`config.mk`:
```
export PLATFORM = sky130hd
export DESIGN_NAME = alu_bit_slice
export DESIGN_NICKNAME = d
export VERILOG_FILES = /design/src/rtl/alu_pkg.sv /design/src/rtl/alu_full_adder.sv /design/src/rtl/alu_bit_slice.sv
export SDC_FILE = /design/constraint.sdc
export NUM_CORES = 1
export LEC_CHECK = 0
export ABC_AREA = 1
export BUFFER_PORTS_ARGS = -buffer_cell sky130_fd_sc_hd__buf_4
export CORE_MARGIN = 2
export CORE_UTILIZATION = 33
export DETAILED_ROUTE_END_ITERATION = 7
export PLACE_DENSITY = 0.82
export SYNTH_ARGS = -nofsm -noshare
export SYNTH_HDL_FRONTEND = slang
export SYNTH_HIERARCHICAL = 1
export SYNTH_SLANG_ARGS = --single-unit
```
`constraint.sdc`:
```
create_clock -name clk -period 27.2 [get_ports clk]
set_input_delay 1.36 -clock clk [delete_from_list [all_inputs] [get_ports clk]]
set_output_delay 1.36 -clock clk [all_outputs]
set_load 0.02 [all_outputs]
```
`src/rtl/alu_pkg.sv`:
```
`default_nettype none
// ============================================================================
//  Module      : alu_pkg
//  Description : Shared op-codes and widths for the MIPS ALU bit slices.
//                OP_* values drive the slice result select; W is the operand
//                width and MW the length of the MUL column carry vector.
//  Revision    : 1.0 - initial release
// ============================================================================
package alu_pkg;

    localparam logic [2:0] OP_ADD = 3'd0;
    localparam logic [2:0] OP_SUB = 3'd1;
    localparam logic [2:0] OP_XOR = 3'd2;
    localparam logic [2:0] OP_SLT = 3'd3;
    localparam logic [2:0] OP_MUL = 3'd4;

    localparam int W  = 32;
    localparam int MW = 31;

endpackage : alu_pkg
`default_nettype wire

```
`src/rtl/alu_full_adder.sv`:
```
`default_nettype none
// ============================================================================
//  Module      : alu_full_adder
//  Description : 1-bit full adder shared by the add/sub path and the MUL
//                column chain.
//  Ports       : a, b, ci  - addend bits and carry-in
//                s         - sum bit  (a ^ b ^ ci)
//                co        - carry-out (majority of a, b, ci)
//  Revision    : 1.0 - initial release
// ============================================================================
module alu_full_adder (
    input  logic a,
    input  logic b,
    input  logic ci,
    output logic s,
    output logic co
);

    assign s  = a ^ b ^ ci;
    assign co = (a & b) | (a & ci) | (b & ci);

endmodule : alu_full_adder
`default_nettype wire

```
`src/rtl/alu_bit_slice.sv`:
```
`default_nettype none
// ============================================================================
//  Module      : alu_bit_slice
//  Description : One bit position of the 32-bit MIPS ALU. Computes ADD, SUB,
//                XOR, SLT and one anti-diagonal column of the 32x32 multiply
//                array. The selected result is registered; add/sub and MUL
//                carries are combinational so slices chain within one cycle.
//  Ports       : clk      - rising-edge clock
//                rst_n    - asynchronous active-low reset (clears out)
//                a, b     - operand bits for this slice
//                cin      - add/sub carry-in from the lower slice
//                cntrl    - op select (0 ADD,1 SUB,2 XOR,3 SLT,4 MUL,5-7 zero)
//                a32, b32 - full operands for the MUL column
//                c_in_m   - MUL column carries from the lower slice
//                out      - registered result bit
//                cout     - add/sub carry-out
//                c_out_m  - MUL column carries to the upper slice
//  Revision    : 1.0 - initial release
// ============================================================================
module alu_bit_slice
    import alu_pkg::*;
(
    input  logic          clk,
    input  logic          rst_n,
    input  logic          a,
    input  logic          b,
    input  logic          cin,
    input  logic [2:0]    cntrl,
    input  logic [W-1:0]  a32,
    input  logic [W-1:0]  b32,
    input  logic [MW-1:0] c_in_m,
    output logic          out,
    output logic          cout,
    output logic [MW-1:0] c_out_m
);

    logic          w_bin;
    logic          w_sum;
    logic          w_xr;
    logic          w_sel;
    logic [W-1:0]  w_p;
    logic [MW-1:0] w_s;
    logic          r_out;

    // ------------------------------------------------------------------------
    // Add/sub: B is inverted for SUB and SLT (cntrl[0]); the +1 of two's
    // complement comes in through the slice-0 carry-in.
    // ------------------------------------------------------------------------
    assign w_bin = b ^ cntrl[0];

    alu_full_adder u_addsub (
        .a  (a),
        .b  (w_bin),
        .ci (cin),
        .s  (w_sum),
        .co (cout)
    );

    // XOR deliberately uses raw b, not the inverted operand.
    assign w_xr = a ^ b;

    // ------------------------------------------------------------------------
    // MUL column: partial products along the anti-diagonal k + (31-k) = 31.
    // ------------------------------------------------------------------------
    generate
        for (genvar k = 0; k < W; k++) begin : g_pp
            assign w_p[k] = a32[k] & b32[W-1-k];
        end

        for (genvar i = 0; i < MW; i++) begin : g_mul_chain
            if (i == 0) begin : g_stage0
                // First stage seeds the chain with both p[0] and p[1].
                alu_full_adder u_fa (
                    .a  (w_p[0]),
                    .b  (w_p[1]),
                    .ci (c_in_m[0]),
                    .s  (w_s[0]),
                    .co (c_out_m[0])
                );
            end else begin : g_stage_n
                alu_full_adder u_fa (
                    .a  (w_s[i-1]),
                    .b  (w_p[i+1]),
                    .ci (c_in_m[i]),
                    .s  (w_s[i]),
                    .co (c_out_m[i])
                );
            end
        end
    endgenerate

    // ------------------------------------------------------------------------
    // Result select. SLT returns the raw difference bit; the sign fixup is
    // done by the top-level ALU. Reserved codes yield 0.
    // ------------------------------------------------------------------------
    always_comb begin
        w_sel = 1'b0;
        case (cntrl)
            OP_ADD:  w_sel = w_sum;
            OP_SUB:  w_sel = w_sum;
            OP_XOR:  w_sel = w_xr;
            OP_SLT:  w_sel = w_sum;
            OP_MUL:  w_sel = w_s[MW-1];
            default: w_sel = 1'b0;
        endcase
    end

    always_ff @(posedge clk or negedge rst_n) begin
        if (!rst_n) begin
            r_out <= 1'b0;
        end else begin
            r_out <= w_sel;
        end
    end

    assign out = r_out;

endmodule : alu_bit_slice
`default_nettype wire

```
; Word-level counts from Yosys, hierarchy flattened
; Index checks and enable logic that the tools add are counted.
[word_totals]
register_bits = 1
latch_bits = 0
mem_bits_rw = 0
mem_bits_ro = 0
output_inout_bits = 33
elab_cells = 266
mem_count = 0
[op_classes]
n_addsub = 0
n_mul = 0
n_div = 0
order_cmp = 0
n_eq_ne = 4
shifts = 0
n_mux = 1
bitwise = 258
reduce_logical = 2
[op_table]
columns = operator, n
row1 = 1-bit AND, 128
row2 = 1-bit XOR, 66
row3 = 1-bit OR, 64
row4 = "3-bit by 2-bit == test with 1-bit output, second input constant", 2
row5 = "3-bit by 1-bit == test with 1-bit output, second input constant", 1
row6 = "3-bit == test, second input constant", 1
row7 = 3-bit logical NOT, 1
row8 = 1-bit one-hot mux with 3 select lines, 1
row9 = 3-bit OR reduction, 1

; Logic depth before layout (Yosys ltp)
; Gate-level depths: netlist of run 1.
[logic_depth]
word_depth = 64
depth_mapped = 37
ltp_nobuf = 37

; By module
; The synthesis of run 1 kept the hierarchy.
[by_module_without_submodules]
columns = mod, n_inst, cells_each, area_each_um2, seq_area_each_um2
row1 = alu_full_adder, 32, 1, 20.0, 0.0
row2 = alu_bit_slice, 1, 83, 339.1, 25.0

; Worst setup path before layout of run 1
; No wires, ideal clock.
[synth_path]
kind = input port to output port
startpoint = input a32[0]
endpoint = output c_out_m[30]
arrival_time_ns = 17.319
t_required_ns = 25.840
path_slack_ns = 8.521
stages = 33
path_buffers = 0
path_cell_list = nand2_1 inv_1 fa_1 fa_1 fa_1 fa_1 fa_1 fa_1 fa_1 fa_1 fa_1 fa_1 fa_1 fa_1 fa_1 fa_1 fa_1 fa_1 fa_1 fa_1 fa_1 fa_1 fa_1 fa_1 fa_1 fa_1 fa_1 fa_1 fa_1 fa_1 fa_1 fa_1 fa_1
[synth_via]
elab_chain_cells = 64
elab_cells_between_ends = 65
[synth_rtl]
columns = item, line
row1 = from (decl), alu_bit_slice.sv:29  ; input logic [W-1:0] a32,
row2 = 1-bit AND *, alu_bit_slice.sv:67  ; assign w_p[k] = a32[k] & b32[W-1-k];
row3 = net w_p[0], alu_bit_slice.sv:41  ; logic [W-1:0] w_p;
row4 = 1-bit XOR * (2 in a row), alu_full_adder.sv:19  ; assign s = a ^ b ^ ci;
row5 = net w_s[0], alu_bit_slice.sv:42  ; logic [MW-1:0] w_s;
row6 = 1-bit XOR * (2 in a row), alu_full_adder.sv:19
row7 = net w_s[1], alu_bit_slice.sv:42
row8 = 1-bit XOR * (2 in a row), alu_full_adder.sv:19
row9 = net w_s[2], alu_bit_slice.sv:42
row10 = [2 not listed], n/a
row11 = net w_s[3], alu_bit_slice.sv:42
row12 = [2 not listed], n/a
row13 = net w_s[4], alu_bit_slice.sv:42
row14 = [2 not listed], n/a
row15 = net w_s[5], alu_bit_slice.sv:42
row16 = [2 not listed], n/a
row17 = net w_s[6], alu_bit_slice.sv:42
row18 = [2 not listed], n/a
row19 = net w_s[7], alu_bit_slice.sv:42
row20 = [2 not listed], n/a
row21 = net w_s[8], alu_bit_slice.sv:42
row22 = [2 not listed], n/a
row23 = net w_s[9], alu_bit_slice.sv:42
row24 = [2 not listed], n/a
row25 = net w_s[10], alu_bit_slice.sv:42
row26 = [2 not listed], n/a
row27 = net w_s[11], alu_bit_slice.sv:42
row28 = [2 not listed], n/a
row29 = net w_s[12], alu_bit_slice.sv:42
row30 = [2 not listed], n/a
row31 = net w_s[13], alu_bit_slice.sv:42
row32 = [2 not listed], n/a
row33 = net w_s[14], alu_bit_slice.sv:42
row34 = [2 not listed], n/a
row35 = net w_s[15], alu_bit_slice.sv:42
row36 = [2 not listed], n/a
row37 = net w_s[16], alu_bit_slice.sv:42
row38 = [2 not listed], n/a
row39 = net w_s[17], alu_bit_slice.sv:42
row40 = [2 not listed], n/a
row41 = net w_s[18], alu_bit_slice.sv:42
row42 = [2 not listed], n/a
row43 = net w_s[19], alu_bit_slice.sv:42
row44 = [2 not listed], n/a
row45 = net w_s[20], alu_bit_slice.sv:42
row46 = [2 not listed], n/a
row47 = net w_s[21], alu_bit_slice.sv:42
row48 = [2 not listed], n/a
row49 = net w_s[22], alu_bit_slice.sv:42
row50 = [2 not listed], n/a
row51 = net w_s[23], alu_bit_slice.sv:42
row52 = [2 not listed], n/a
row53 = net w_s[24], alu_bit_slice.sv:42
row54 = [2 not listed], n/a
row55 = net w_s[25], alu_bit_slice.sv:42
row56 = [2 not listed], n/a
row57 = net w_s[26], alu_bit_slice.sv:42
row58 = 1-bit XOR * (2 in a row), alu_full_adder.sv:19
row59 = net w_s[27], alu_bit_slice.sv:42
row60 = 1-bit XOR * (2 in a row), alu_full_adder.sv:19
row61 = net w_s[28], alu_bit_slice.sv:42
row62 = 1-bit XOR * (2 in a row), alu_full_adder.sv:19
row63 = net w_s[29], alu_bit_slice.sv:42
row64 = 1-bit AND, alu_full_adder.sv:20  ; assign co = (a & b) | (a & ci) | (b & ci);
row65 = 1-bit OR * (2 in a row), alu_full_adder.sv:20
row66 = to (decl), alu_bit_slice.sv:34  ; output logic [MW-1:0] c_out_m
; Mark *: on every way through the listed nets, which the timed path passes. The rest lies on a longest branch.

; Final worst setup path of run 1
; Ends and elaborated chain as after synthesis.

==> impl_metrics.py, run 1 <==
metrics = {
    "global_route": {
        "met3_usage_pct": 7.03,
        "grt.total_usage_pct": 19.5,
        "globalRouteMet2Util_pct": 37.4,
        "grt_use_met1_pct": 21.1,
        "antenna_found_initial": 0,
        "grt_pass1_vias": 1300,
        "grt_overflow": 0,
        "grt_max_degree": 5,
        "grt_pass1_wl_mm": 5.21,
        "grt_busiest_layer": "met2",
    },
    "finish": {
        "drive_above_1_share_pct": 54.4,
        "final_util_pct": 73.1,
        "fill_cells": 232,
        "largest_reg_flops": 1,
        "ff_latch_area_um2": 25.0,
        "multi_input_area_um2": 820,
        "nNetsFinal": 387,
        "syn2layout_area_growth_pct": 107,
        "diodes": 0,
    },
    "logic_synthesis": {
        "syn_nets": 250,
        "synthTopCellsByCount": "nand2_1 (38), inv_1 (35), fa_1 (32)",
        "ys_types": 8,
        "synth-seq-cells": 1,
        "synthFlopType": "dfrtp_1",
        "synthTopCellsByArea": "fa_1 (65%), nand2_1 (15%), inv_1 (13%), dfrtp_1 (2.6%), nor2_1 (2.3%)",
        "yosysSeqAreaShare_pct": 2.55,
        "synth-edff-count": 0,
        "synth_area_per_cell_um2": 8.52,
        "synth_warnings": 6,
        "async_flop_share_pct": 100,
        "synth_top_area_share_pct": 65.4,
        "syn_area_um2": 980,
        "syn_inst": 115,
        "yosysTopAreaCell": "fa_1",
        "yosysMostFrequentCell": "nand2_1",
    },
    "placement": {
        "gp_congestion": 0.738,
        "hpwlAfterDp_mm": 3.15,
        "port_buffers": 135,
        "place_ws_ps": 7970,
    },
    "sta": {
        "timing.hold.ws_ps": 1140,
        "relSlewSlack_pct": 86.6,
        "hold_viol": 0,
        "setup_viol": 0,
        "period_share_pct": 70.2,
        "max_freq_mhz": 52.4,
        "fin_setup_tns_ps": 0,
        "tightest_slew_ps": 201,
        "rsz0062_at_grt": "no",
        "finalMaxSlewViolations": 0,
        "setup_slack_ps": 8100,
        "min_period_ps": 19100,
    },
    "setup_path": {
        "cp-end-kind": "output pin",
        "worstPathMaxFanout": 1,
        "slowest_delay_ps": 530,
        "arrival_ps": 17740,
        "cp_top_family": "adder cells",
        "crit_slowest_cell": "fa_1",
        "worst_path_most_repeated_cell": "fa_1",
        "critPathLaunchType": "input pin",
        "path_buf_inv": 3,
        "cp.required_ps": 25840,
        "worst-setup-path-type": "input pin to output pin",
    },
    "drt": {
        "num_vias": 1198,
        "remaining_drc_errors": 0,
        "wl_mm": 3.26,
        "wl_per_cell_um": 11.6,
        "postRouteAntennaNets": 0,
        "drt_first_pass_iters": 4,
        "viasPerCell": 4.26,
        "dr.first_iter.drc_count": 15,
    },
    "power": {
        "powerDensity_nw_per_um2": 124,
        "power_leakage_nw": 1.29,
        "finalPower_uw": 252,
        "ir_worst_vdd_uv": 124,
    },
    "outcome": {
        "status": "finished, final reports clean",
    },
    "die": {
        "rows": 19,
        "dieArea_um2": 3420,
        "fp.dieH_um": 58.5,
        "io_pins": 136,
        "core-area_um2": 2780,
        "start_util_pct": 35.2,
        "die_w_um": 58.5,
    },
    "clocking": {
        "clk_pin_slew_worst_paths_ps": 0,
        "cts_hold_buf": 0,
        "post_cts_buffers": 0,
        "post_cts_resized": 0,
    },
    "run": {
        "drv_cap": 0,
    },
    "hold_path": {
        "worstHoldPathType": "input pin to asynchronous set/reset pin",
    },
}
-- layer usage --
| layer | up-vias | wire [um] | share of wire [%] |
|---|---|---|---|
| li1 | 580 | - | - |
| met1 | 528 | 941 | 29 |
| met2 | 88 | 1710 | 52 |
| met3 | 2 | 589 | 18 |
| met4 | 0 | 19 | 0.58 |
| met5 | - | 0 | 0 |
-- placed cells by master, fill, tap and decap left out --
cell type,netlist,layout
inv_2,1,1
nand2_1,38,38
buf_4,0,135
dfrtp_1,1,1
fa_1,32,32
nor3_1,1,1
nor2_1,6,6
inv_1,35,35
xor2_1,1,1
-- where the power goes --
group	internal [mW]	switching (mW)	leakage [nW]
Combinational	0.117	0.133	1.28
Sequential	0.00215	0.000134	0.0127
Clock	0	0	0
Total	0.119	0.133	1.29
-- how the worst max path moves through the flow --
stage,start,to,depth (start not counted)
after floorplan,a32[0],c_out_m[30],33
after global placement,a32[0],c_out_m[30],35
after detailed placement,a32[0],c_out_m[30],35
after CTS,a32[0],c_out_m[30],35
after global routing,a32[0],c_out_m[30],35
final,a32[0],c_out_m[30],35
-- final cells by class --
class | instances | area share (%)
repair buffers | 135 | 49.9
multi-input cells | 78 | 40.3
inverters | 36 | 6.65
well taps | 31 | 1.91
flip-flops and latches | 1 | 1.23
-- per-stage QoR --
stage | std cells | instance area (um2)
after floorplan | 115 | 980
after global placement | 281 | 2030
after detailed placement | 281 | 2030
after CTS | 281 | 2030
after global routing | 281 | 2030
final | 281 | 2030
-- cells by family (layout without fill, tap and decap cells) --
group         count (synthesis)  in the layout  share of synthesized area [%]
xor+xnor                      1              1                          0.894
fa+ha+maj                    32             32                           65.4
buf+inv                      36            171                           13.8
flops                         1              1                           2.55
simple gates                 45             45                           17.4
(Power assumes the default switching activity.)
==> run 2, diff against run 1 <==
--- a/config.mk
+++ b/config.mk
@@ -8,9 +8,9 @@
 export ABC_AREA = 1
 export BUFFER_PORTS_ARGS = -buffer_cell sky130_fd_sc_hd__buf_4
 export CORE_MARGIN = 2
-export CORE_UTILIZATION = 33
+export CORE_UTILIZATION = 28
 export DETAILED_ROUTE_END_ITERATION = 7
-export PLACE_DENSITY = 0.82
+export PLACE_DENSITY = 0.74
 export SYNTH_ARGS = -nofsm -noshare
 export SYNTH_HDL_FRONTEND = slang
 export SYNTH_HIERARCHICAL = 1
==> constraint.sdc (replaced) <==
create_clock -name clk -period 15.95 [get_ports clk]
set_input_delay 0.7975 -clock clk [delete_from_list [all_inputs] [get_ports clk]]
set_output_delay 0.7975 -clock clk [all_outputs]
set_load 0.02 [all_outputs]
==> impl_metrics.py, run 2 (same netlist as run 1, synthesis figures left out) <==
metrics = {
    "power": {
        "powerDensity_nw_per_um2": 195,
        "p_int_uw": 197,
        "swShare_pct": 51.6,
        "finalPower_uw": 406,
        "power_leakage_nw": 1.30,
        "p_comb_share_pct": 99.0,
        "ir_worst_vdd_uv": 100,
        "p_clk_share_pct": 0,
        "seqPwrFrac_pct": 1.0,
        "switching_power_uw": 209,
    },
    "finish": {
        "ff_latch_area_um2": 25.0,
        "multi_input_area_um2": 830,
        "nNetsFinal": 387,
        "final_common_cell": "buf_4",
        "stdcell_count": 296,
        "mostFrequentLayoutCells": "buf_4 (129), nand2_1 (36), inv_1 (34)",
        "largest_reg_flops": 1,
        "fill_cells": 291,
        "drive_above_1_share_pct": 56.4,
        "syn2layout_area_growth_pct": 113,
        "diodes": 0,
    },
    "die": {
        "rows": 21,
        "dieArea_um2": 3990,
        "core-area_um2": 3340,
        "fp.dieH_um": 63.2,
        "io_pins": 136,
        "start_util_pct": 29.4,
        "die_w_um": 63.2,
    },
    "placement": {
        "hpwlAfterDp_mm": 3.43,
        "gp_congestion": 0.801,
        "port_buffers": 135,
        "dp_cells": 296,
        "place_ws_ps": -545,
    },
    "setup_path": {
        "worstPathMaxFanout": 1,
        "cp_top_family": "adder cells",
        "cp-end-kind": "output pin",
        "slowest_delay_ps": 560,
        "worst_path_most_repeated_cell": "fa_1",
        "worst-setup-path-type": "input pin to output pin",
        "arrival_ps": 15610,
        "critPathLaunchType": "input pin",
        "path_buf_inv": 3,
        "crit_slowest_cell": "fa_1",
        "cp.required_ps": 15150,
    },
    "sta": {
        "setup_slack_ps": -454,
        "setup_viol": 2,
        "relSlewSlack_pct": 85.6,
        "tightest_slew_ps": 215,
        "fin_setup_tns_ps": -495,
        "period_share_pct": 103,
        "min_period_ps": 16400,
        "max_freq_mhz": 61.0,
        "hold_viol": 0,
        "finalMaxSlewViolations": 0,
        "rsz0062_at_grt": "yes",
        "timing.hold.ws_ps": 573,
    },
    "clocking": {
        "cts_hold_buf": 0,
        "clk_pin_slew_worst_paths_ps": 0,
        "post_cts_buffers": 0,
    },
    "global_route": {
        "antenna_found_initial": 0,
        "grt_pass1_wl_mm": 5.47,
        "grt.total_usage_pct": 17.3,
        "grt_overflow": 0,
        "grt_pass1_vias": 1347,
        "grt_max_degree": 5,
    },
    "drt": {
        "wl_mm": 3.59,
        "wl_per_cell_um": 12.1,
        "postRouteAntennaNets": 0,
        "dr.first_iter.drc_count": 11,
        "remaining_drc_errors": 0,
        "num_vias": 1248,
        "drt_first_pass_iters": 4,
        "viasPerCell": 4.22,
    },
    "run": {
        "drv_cap": 0,
    },
    "outcome": {
        "status": "finished with violations",
        "failed_checks": "negative setup slack",
    },
    "hold_path": {
        "worstHoldPathType": "input pin to asynchronous set/reset pin",
    },
}
run 2: changes by cell type in the layout (fill, tap and decap cells not counted), moves of 2 or more:
cell / previous run / this run
fa_1: 32 / 30
nand2_1: 38 / 36
fa_2: 0 / 2
nand2_2: 0 / 2
buf_4: 135 / 129
buf_6: 0 / 6
run 2: metal layers:
layer | part of all wire, % | track usage [%] | vias to the layer above
li1 | - | - | 580
met1 | 34 | 19.7 | 570
met2 | 53 | 33.5 | 94
met3 | 12 | 4.11 | 4
met4 | 1.3 | 1.94 | 0
met5 | 0 | 0 | -
run 2: power by group through the flow:
stage               registers, mW  logic, mW  clock network [mW]
CTS                       0.00397      0.414                   0
finish                    0.00399      0.402                   0
global route              0.00400      0.440                   0
detailed placement        0.00397      0.400                   0
global placement          0.00389      0.396                   0
floorplan                 0.00543      0.268                   0
run 2: timing repair:
item | CTS | global route
gates cloned | 0 | 0
endpoints found under the setup margin | 3 | 3
resized for setup | 9 | 1
pin swaps | 4 | 3
hold endpoints to repair | 0 | 0
run 2: layout make-up:
class	count	area share [%]
tap	46	2.76
timing repair buffer	135	49.7
sequential	1	1.20
inverter	36	6.49
multi-input combinational	78	39.8
run 2: worst paths after layout:
check | to | slack, ps | from | cells past startpoint
worst max-delay path | c_out_m[30] | -450 | a32[1] | 35
worst min-delay path | out$_DFF_PN0_ | 570 | rst_n | 1
max in group asynchronous | out$_DFF_PN0_ | 15290 | rst_n | 1
min in group clk | out$_DFF_PN0_ | 1100 | cntrl[2] | 4
run 2: through the flow:
| step | utilization, % | area [um2] |
|---|---|---|
| global route | 62.4 | 2080 |
| global placement | 61.5 | 2050 |
| floorplan | - | 982 |
| detailed placement | 61.5 | 2050 |
| finish | 62.4 | 2080 |
| CTS | 62.4 | 2080 |
==> run 3, diff against run 2 <==
--- a/config.mk
+++ b/config.mk
@@ -5,10 +5,9 @@
 export SDC_FILE = /design/constraint.sdc
 export NUM_CORES = 1
 export LEC_CHECK = 0
-export ABC_AREA = 1
 export BUFFER_PORTS_ARGS = -buffer_cell sky130_fd_sc_hd__buf_4
 export CORE_MARGIN = 2
-export CORE_UTILIZATION = 28
+export CORE_UTILIZATION = 27
 export DETAILED_ROUTE_END_ITERATION = 7
 export PLACE_DENSITY = 0.74
 export SYNTH_ARGS = -nofsm -noshare
==> impl_metrics.py, run 3 <==
metrics = {
    "outcome": {
        "failed_checks": "negative setup slack",
        "status": "finished with violations",
    },
    "global_route": {
        "antenna_found_initial": 0,
        "met3_usage_pct": 5.07,
        "grt.total_usage_pct": 17.6,
        "grt_use_met1_pct": 20.9,
        "grt_busiest_layer": "met2",
        "globalRouteMet2Util_pct": 33.6,
        "grt_pass1_vias": 1238,
        "grt_overflow": 0,
        "grt_pass1_wl_mm": 5.51,
        "grt_max_degree": 5,
    },
    "power": {
        "p_clk_share_pct": 0,
        "switching_power_uw": 211,
        "swShare_pct": 51.0,
        "p_comb_share_pct": 99.1,
        "seqPwrFrac_pct": 0.9,
        "p_int_uw": 203,
        "power_leakage_nw": 1.04,
        "powerDensity_nw_per_um2": 204,
        "ir_worst_vdd_uv": 130,
        "finalPower_uw": 413,
    },
    "logic_synthesis": {
        "synth_top_area_share_pct": 69.7,
        "yosysSeqAreaShare_pct": 2.72,
        "synthTopCellsByCount": "and2_1 (32), fa_1 (32), xor2_1 (2)",
        "yosysTopAreaCell": "fa_1",
        "syn_inst": 73,
        "syn_nets": 208,
        "synth_area_per_cell_um2": 12.6,
        "synth-edff-count": 0,
        "synthFlopType": "dfrtp_1",
        "synth-seq-cells": 1,
        "async_flop_share_pct": 100,
        "syn_area_um2": 920,
        "synthTopCellsByArea": "fa_1 (70%), and2_1 (22%), dfrtp_1 (2.7%), xor2_1 (1.9%), a2bb2oi_1 (0.95%)",
        "ys_types": 10,
        "synth_warnings": 6,
    },
    "setup_path": {
        "cp-end-kind": "output pin",
        "worst_path_most_repeated_cell": "fa_1",
        "critPathLaunchType": "input pin",
        "worstPathMaxFanout": 1,
        "arrival_ps": 15660,
        "cp.required_ps": 15150,
        "worst-setup-path-type": "input pin to output pin",
        "crit_slowest_cell": "fa_1",
        "slowest_delay_ps": 520,
        "cp-startpoint": "b32[30]",
    },
    "drt": {
        "wl_per_cell_um": 13.4,
        "viasPerCell": 4.19,
        "remaining_drc_errors": 0,
        "wl_mm": 3.40,
        "num_vias": 1065,
        "postRouteAntennaNets": 0,
        "dr.first_iter.drc_count": 11,
        "drt_first_pass_iters": 2,
    },
    "sta": {
        "fin_setup_tns_ps": -724,
        "relSlewSlack_pct": 87.3,
        "period_share_pct": 103,
        "setup_slack_ps": -509,
        "min_period_ps": 16460,
        "rsz0062_at_grt": "yes",
        "max_freq_mhz": 60.8,
        "tightest_slew_ps": 191,
        "finalMaxSlewViolations": 0,
        "timing.hold.ws_ps": 573,
        "setup_viol": 3,
        "hold_viol": 0,
    },
    "finish": {
        "syn2layout_area_growth_pct": 120,
        "diodes": 0,
        "nNetsFinal": 345,
        "final_util_pct": 61.1,
        "mostFrequentLayoutCells": "buf_4 (131), fa_1 (31), and2_1 (30)",
        "drive_above_1_share_pct": 67.3,
        "largest_reg_flops": 1,
        "final_common_cell": "buf_4",
        "fill_cells": 304,
    },
    "placement": {
        "port_buffers": 135,
        "hpwlAfterDp_mm": 3.26,
        "gp_congestion": 0.859,
        "place_ws_ps": -587,
    },
    "die": {
        "rows": 21,
        "fp.dieH_um": 62.4,
        "start_util_pct": 27.8,
        "core-area_um2": 3310,
        "dieArea_um2": 3890,
        "io_pins": 136,
        "die_w_um": 62.4,
    },
    "clocking": {
        "post_cts_buffers": 0,
        "clk_pin_slew_worst_paths_ps": 0,
    },
    "run": {
        "drv_cap": 0,
    },
    "hold_path": {
        "worstHoldPathType": "input pin to asynchronous set/reset pin",
    },
}
## run 3: cell count changes after synthesis, sizes merged
cell / delta
inv: -35
a22oi: +1
a2bb2oi: +1
nor3: -1
nand2: -37
o22ai: +1
nor2: -6
and2: +32
xor2: +1
nor2b: +1
## run 3: per-layer routing
metal	vias up	share of wire (%)
met5	-	0
met4	0	0
met3	0	13
met2	90	50
met1	481	38
li1	494	-
## run 3: critical path, delay by kind of cell
family / cells / cell delay [ps]
buffers and inverters: 2 / 230
adders and majority gates: 31 / 14490
and+or+nand+nor: 1 / 140
## run 3: layout make-up
class / count / area (um2) / area share, %
inverters: 1 / 3.75 / 0.186
multi-input cells: 71 / 907 / 44.9
flip-flops and latches: 1 / 25.0 / 1.24
well taps: 46 / 57.6 / 2.85
repair buffers: 135 / 1030 / 50.9
## run 3: through the flow
step,std cells,cell area (um2)
detailed placement,254,2000
global route,254,2020
global placement,254,2000
floorplan,73,925
finish,254,2020
CTS,254,2010
## run 3: kinds of logic after synthesis
family / after synthesis / synth area share (%)
flip-flops: 1 / 2.72
AND/OR/NAND/NOR: 34 / 22.9
AO/OA/AOI/OAI: 3 / 2.45
adder cells (fa/ha/maj): 32 / 69.7
XOR/XNOR: 2 / 1.91
buffers and inverters: 1 / 0.408
## run 3: worst paths after layout
kind / endpoint / slack, ps
worst max-delay path: c_out_m[30] / -510
worst min-delay path: out$_DFF_PN0_ / 570
max in group asynchronous: out$_DFF_PN0_ / 15290
min in group clk: out$_DFF_PN0_ / 1000
## run 3: repair_timing
action | 4_1_cts | 5_1_grt
hold buffers | 0 | 0
pin swaps | 3 | 3
endpoints found under the setup margin | 3 | 3
gates resized for setup | 5 | 2
## run 3: power by group through the flow
stage | registers, mW | clock network, mW | logic [mW]
3_3_place_gp | 0.00380 | 0 | 0.394
5_1_grt | 0.00399 | 0 | 0.449
2_1_floorplan | 0.00516 | 0 | 0.270
4_1_cts | 0.00385 | 0 | 0.414
6_report | 0.00383 | 0 | 0.410
3_5_place_dp | 0.00381 | 0 | 0.404
